$ cat src/rtl/vc16_pkg.sv
// Shared types and constants for the vc16 instruction fetch path.
package vc16_pkg;

  localparam int unsigned PARCEL_W = 16;

  // Parcel delivered in place of a faulting fetch; decode treats it as a trap.
  localparam logic [PARCEL_W-1:0] INS_TRAP = 16'h0000;

  typedef enum logic [1:0] {
    IDLE = 2'd0,
    REQ  = 2'd1,
    KILL = 2'd2
  } ifetch_state_t;

  // One prefetch queue entry: the fetched parcel and its fault flag.
  typedef struct packed {
    logic [PARCEL_W-1:0] parcel;
    logic                fault;
  } ifetch_entry_t;

endpackage

$ cat src/rtl/ifetch_fifo.sv
// Prefetch queue: circular buffer with push/pop/clear and a registered head entry.
module ifetch_fifo
  import vc16_pkg::*;
#(
  parameter int unsigned DEPTH = 4
) (
  input  logic                   clk,
  input  logic                   reset_n,
  input  logic                   push,
  input  ifetch_entry_t          push_data,
  input  logic                   pop,
  input  logic                   clear,
  output logic [$clog2(DEPTH):0] count,
  output ifetch_entry_t          head
);

  localparam int unsigned AW = $clog2(DEPTH);
  localparam int unsigned CW = AW + 1;

  ifetch_entry_t mem [DEPTH];
  logic [AW-1:0] wr_ptr;
  logic [AW-1:0] rd_ptr;
  logic [AW-1:0] rd_nxt;

  assign rd_nxt = rd_ptr + AW'(1);

  // Entry storage; a clear discards the write of the same cycle.
  always_ff @(posedge clk or negedge reset_n) begin
    if (!reset_n) begin
      for (int unsigned i = 0; i < DEPTH; i++) mem[i] <= '0;
    end else if (push && !clear) begin
      mem[wr_ptr] <= push_data;
    end
  end

  // Pointers and occupancy; push and pop together leave count unchanged.
  always_ff @(posedge clk or negedge reset_n) begin
    if (!reset_n) begin
      wr_ptr <= '0;
      rd_ptr <= '0;
      count  <= '0;
    end else if (clear) begin
      wr_ptr <= '0;
      rd_ptr <= '0;
      count  <= '0;
    end else begin
      if (push) wr_ptr <= wr_ptr + AW'(1);
      if (pop)  rd_ptr <= rd_nxt;
      count <= count + CW'(push) - CW'(pop);
    end
  end

  // Head register tracks the oldest entry so outputs never see push_data combinationally.
  always_ff @(posedge clk or negedge reset_n) begin
    if (!reset_n) begin
      head <= '0;
    end else if (!clear) begin
      if (pop) begin
        if (count > CW'(1))  head <= mem[rd_nxt];
        else if (push)       head <= push_data;
      end else if (push && (count == '0)) begin
        head <= push_data;
      end
    end
  end

endmodule

$ cat src/rtl/ifetch.sv
// Instruction fetch: one-outstanding parcel reads, prefetch queue, PC tracking, redirect kill.
module ifetch
  import vc16_pkg::*;
#(
  parameter int unsigned   RV        = 32,
  parameter int unsigned   DEPTH     = 4,
  parameter logic [RV-1:0] RESET_VEC = '0
) (
  input  logic          clk,
  input  logic          reset_n,
  output logic [15:0]   ins,
  output logic          idone,
  output logic [RV-1:0] ipc,
  output logic          ifault,
  input  logic          dec_take,
  input  logic          redirect,
  input  logic [RV-1:0] redirect_pc,
  output logic          mreq,
  output logic [RV-1:0] maddr,
  input  logic          mack,
  input  logic [15:0]   mdata,
  input  logic          mfault
);

  localparam int unsigned   CW      = $clog2(DEPTH) + 1;
  localparam logic [RV-1:0] PC_STEP = RV'(2);

  ifetch_state_t st, st_next;
  logic [RV-1:0] fpc, fpc_next;
  logic [RV-1:0] hpc;
  logic [RV-1:0] rpc;
  logic          halted, halted_next;
  logic          push;
  ifetch_entry_t push_data;
  ifetch_entry_t head;
  logic [CW-1:0] count;
  logic          room_idle;
  logic          room_after;

  assign rpc    = redirect_pc & ~RV'(1);
  assign idone  = (count != '0) && dec_take && !redirect;
  assign ins    = head.parcel;
  assign ifault = head.fault;
  assign ipc    = hpc;

  ifetch_fifo #(.DEPTH(DEPTH)) u_fifo (
    .clk       (clk),
    .reset_n   (reset_n),
    .push      (push),
    .push_data (push_data),
    .pop       (idone),
    .clear     (redirect),
    .count     (count),
    .head      (head)
  );

  // State register.
  always_ff @(posedge clk or negedge reset_n) begin
    if (!reset_n) st <= IDLE;
    else          st <= st_next;
  end

  // Next state, queue push, next fetch PC and halt flag.
  always_comb begin
    st_next          = st;
    push             = 1'b0;
    fpc_next         = fpc;
    halted_next      = halted;
    push_data.parcel = mfault ? INS_TRAP : mdata;
    push_data.fault  = mfault;
    room_idle        = count < CW'(DEPTH);
    room_after       = (count + CW'(1) - CW'(idone)) < CW'(DEPTH);

    case (st)
      IDLE: begin
        if (redirect || (room_idle && !halted)) st_next = REQ;
      end
      REQ: begin
        if (mack) begin
          if (redirect) begin
            // Parcel belongs to the old stream; refetch starts right away.
            st_next = REQ;
          end else begin
            push     = 1'b1;
            fpc_next = fpc + PC_STEP;
            if (mfault) halted_next = 1'b1;
            st_next = (room_after && !mfault) ? REQ : IDLE;
          end
        end else if (redirect) begin
          st_next = KILL;
        end
      end
      KILL: begin
        // Stale data is dropped; the queue is empty so the new stream can start.
        if (mack) st_next = REQ;
      end
      default: st_next = IDLE;
    endcase

    if (redirect) begin
      fpc_next    = rpc;
      halted_next = 1'b0;
    end
  end

  // Fetch PC, head PC and halt flag.
  always_ff @(posedge clk or negedge reset_n) begin
    if (!reset_n) begin
      fpc    <= RESET_VEC;
      hpc    <= RESET_VEC;
      halted <= 1'b0;
    end else begin
      fpc    <= fpc_next;
      halted <= halted_next;
      if (redirect)   hpc <= rpc;
      else if (idone) hpc <= hpc + PC_STEP;
    end
  end

  // Memory request port; the address is held while a killed request is pending.
  always_ff @(posedge clk or negedge reset_n) begin
    if (!reset_n) begin
      mreq  <= 1'b0;
      maddr <= RESET_VEC;
    end else begin
      mreq <= (st_next != IDLE);
      if (st_next == REQ) maddr <= fpc_next;
    end
  end

endmodule
$ cat config.mk
export PLATFORM = sky130hd
export DESIGN_NAME = ifetch
export DESIGN_NICKNAME = d
export VERILOG_FILES = /design/src/rtl/vc16_pkg.sv /design/src/rtl/ifetch_fifo.sv /design/src/rtl/ifetch.sv
export SDC_FILE = /design/constraint.sdc
export NUM_CORES = 1
export LEC_CHECK = 0
export CORE_ASPECT_RATIO = 1.75
export CORE_MARGIN = 5
export CORE_UTILIZATION = 50
export DETAILED_ROUTE_END_ITERATION = 6
export PLACE_DENSITY = 0.85
export SYNTH_ARGS = -nofsm -noshare
export SYNTH_HDL_FRONTEND = slang
export SYNTH_SLANG_ARGS = --single-unit
$ cat constraint.sdc
create_clock -name clk -period 4.5 [get_ports clk]
set_input_delay 0.9 -clock clk [delete_from_list [all_inputs] [get_ports clk]]
set_output_delay 0.9 -clock clk [all_outputs]
set_load 0.02 [all_outputs]
==> impl_metrics.json <==
{
  "fp.dieW_um": 112,
  "clk_latency_ns": 0.44,
  "cp.arrival_ns": 2.53,
  "grt_pass1_vias": 7509,
  "yosysWarnings": 0,
  "n_antenna_cell": 0,
  "first_pass_iters": 5,
  "final_antenna_net_count": 0,
  "p_int_mw": 3.83,
  "finClkSkew_ns": 0.0162,
  "fin_area_um2": 11300,
  "syn_area_per_cell_um2": 10.3,
  "rsz0062_at_grt": "false",
  "ios": 137,
  "fp.coreArea_um2": 18100,
  "vias": 7242,
  "wl_per_cell_um": 18.2,
  "synthMuxAreaShare_pct": 9.43,
  "final_cell_mix": "dfrtp_1 (191), clkdlybuf4s50_1 (132), nand2_1 (125)",
  "maxClockFrequency_ghz": 0.292,
  "clkTransAtPathRegs_ns": 0.08,
  "dp_slack_ns": 0.629,
  "synth-edff-count": 0,
  "hold_depth": 2,
  "route.detailed.drc": 0,
  "vdd_drop_max_v": 0.000315,
  "hold_viol_final": 0,
  "synth_top_family_by_area": "simple AND/OR/NAND/NOR gates",
  "htree_num_levels": 4,
  "cp-end-kind": "primary output",
  "routed_wl_um": 22900,
  "ctsHoldBuffers": 0,
  "initial_utilization_pct": 50.8,
  "cts-resized-gates": 0,
  "worstPathRequired_ns": 3.60,
  "path_class": "input port to primary output",
  "p_sw_share_pct": 35.0,
  "synth_cells": 892,
  "synthAdderAreaFrac_pct": 1.58,
  "final-setup-viol-count": 0,
  "cts_tree": "done",
  "yosys.area_share.xor_xnor_pct": 3.72,
  "synth_seq_area_share_pct": 52.1,
  "cap_viol_max_count": 0,
  "power_frac_clock_pct": 25.8,
  "root_buffer": "clkbuf_16",
  "syn_nets": 957,
  "cts_setup_buffers": 0,
  "fp.dieH_um": 189,
  "tightest_slew_ns": 0.986,
  "period_share_pct": 76.2,
  "hold_class": "register to register",
  "grt_pass1_wl_um": 37900,
  "layout_commonest_cell": "dfrtp_1",
  "final.fill_count": 1437,
  "ys_async_sr_fraction_pct": 100,
  "io_buffers": 134,
  "die_area_um2": 21300,
  "tns_ns": 0,
  "hpwlAfterDp_um": 16400,
  "reg2reg_slack_ns": 1.24,
  "cts_buffers": 17,
  "power_frac_comb_pct": 31.2,
  "areaGrowthSynthToFinish_pct": 23.6,
  "clock_path_buffers": 2,
  "gp_congestion": 0.883,
  "seq_power_share_pct": 42.9,
  "synth-seq-cells": 191,
  "vias_per_cell": 5.77,
  "slew_headroom_pct": 33.7,
  "p_leak_nw": 4.68,
  "placedInstanceArea_um2": 10700,
  "cts_sinks": 191,
  "ff2ff_path_depth": 9,
  "synthSimpleGateAreaFrac_pct": 18.1,
  "drive_gt1_share_pct": 11.9,
  "path_max_fanout": 9,
  "status": "finished clean",
  "synth_cell_types": 57,
  "first_iter_violations": 548,
  "num_rows": 65,
  "fin_nets": 1074,
  "grt_usage_pct": 22.1,
  "synth_area_um2": 9170,
  "post-route-min-period_ns": 3.43,
  "final_util_pct": 62.8,
  "worst_slack_ns": 1.07,
  "critPathLaunchType": "input port",
  "synth-compound-area-share_pct": 12.0,
  "ys.flop_type": "dfrtp_1",
  "grt_max_degree": 109,
  "switchingPower_mw": 2.06,
  "antenna_found_initial": 0,
  "drv_slew": 0,
  "overflow": 0,
  "finalPower_mw": 5.89,
  "p_per_area_nw_per_um2": 520
}
sequential cells by signal, indices dropped and copies added, names as in the netlist, 3 cells and up:
signal and flops:
u_fifo.mem 68, fpc 32, maddr 32, ipc 31, u_fifo.head 17, u_fifo.count 3
per-stage QoR:
stage,hold slack (ns),cells
floorplan,0.445,892
global placement,0.456,1224
detailed placement,0.467,1224
CTS,0.486,1256
global route,0.506,1256
finish,0.481,1256
synth_stat cells, types with 17 or more instances:
cell | instances | share of area [%]
o21ai_0 | 88 | 4.8
nand2_1 | 125 | 5.1
clkbuf_1 | 40 | 1.6
mux2_2 | 41 | 5.0
a21oi_1 | 48 | 2.6
xor2_1 | 27 | 2.6
mux4_2 | 17 | 4.2
nand3_1 | 20 | 1.1
nor2_1 | 71 | 2.9
nand2b_1 | 21 | 1.4
nand4_1 | 22 | 1.5
dfrtp_1 | 191 | 52
area by class of cell:
cell class / instances / area, um^2 / area share (%)
repair buffers: 152 / 1480 / 13.0
inverters: 15 / 56.3 / 0.497
flip-flops and latches: 191 / 4780 / 42.2
clock buffers: 17 / 425 / 3.75
multi-input cells: 632 / 4120 / 36.4
clock inverters: 15 / 181 / 1.60
well taps: 234 / 293 / 2.58
critical path, cell delays in order:
cell	delay, ns
clkdlybuf4s50_1	0.53
o31ai_2	0.19
nor2_1	0.21
clkdlybuf4s50_1	0.69
logic make-up after synthesis:
family,count (synthesis)
other,1
XOR/XNOR,39
AND/OR/NAND/NOR,334
multiplexers,60
AO/OA/AOI/OAI,187
adder cells (fa/ha/maj),11
flip-flops,191
buffers and inverters,69
layer usage:
layer  vias up  global-route usage, %  wire length (um)
met5         -                      0                 0
met4         0                   11.0               852
met3        57                   3.33              1030
met2       231                   39.4             12500
met1      3561                   25.7              8460
li1       3393                      -                 -
power groups by stage:
stage / sequential [mW] / clock (mW) / combinational (mW)
after floorplan: 2.71 / 0 / 0.882
after global placement: 2.54 / 0 / 1.79
after detailed placement: 2.56 / 0 / 1.85
after CTS: 2.53 / 1.55 / 1.86
after global routing: 2.60 / 1.62 / 2.01
final: 2.53 / 1.52 / 1.84
path summary, 6_finish.rpt:
kind / endpoint / from
max in group asynchronous: u_fifo.mem[11] / reset_n
worst min-delay path: u_fifo.head[8] / u_fifo.head[8]
min in group asynchronous: maddr[27] / reset_n
worst max register to register: maddr[11] / u_fifo.count[0]
worst max-delay path: idone / dec_take
worst min register to register: u_fifo.head[8] / u_fifo.head[8]
Power figures use the tool's default switching activity.
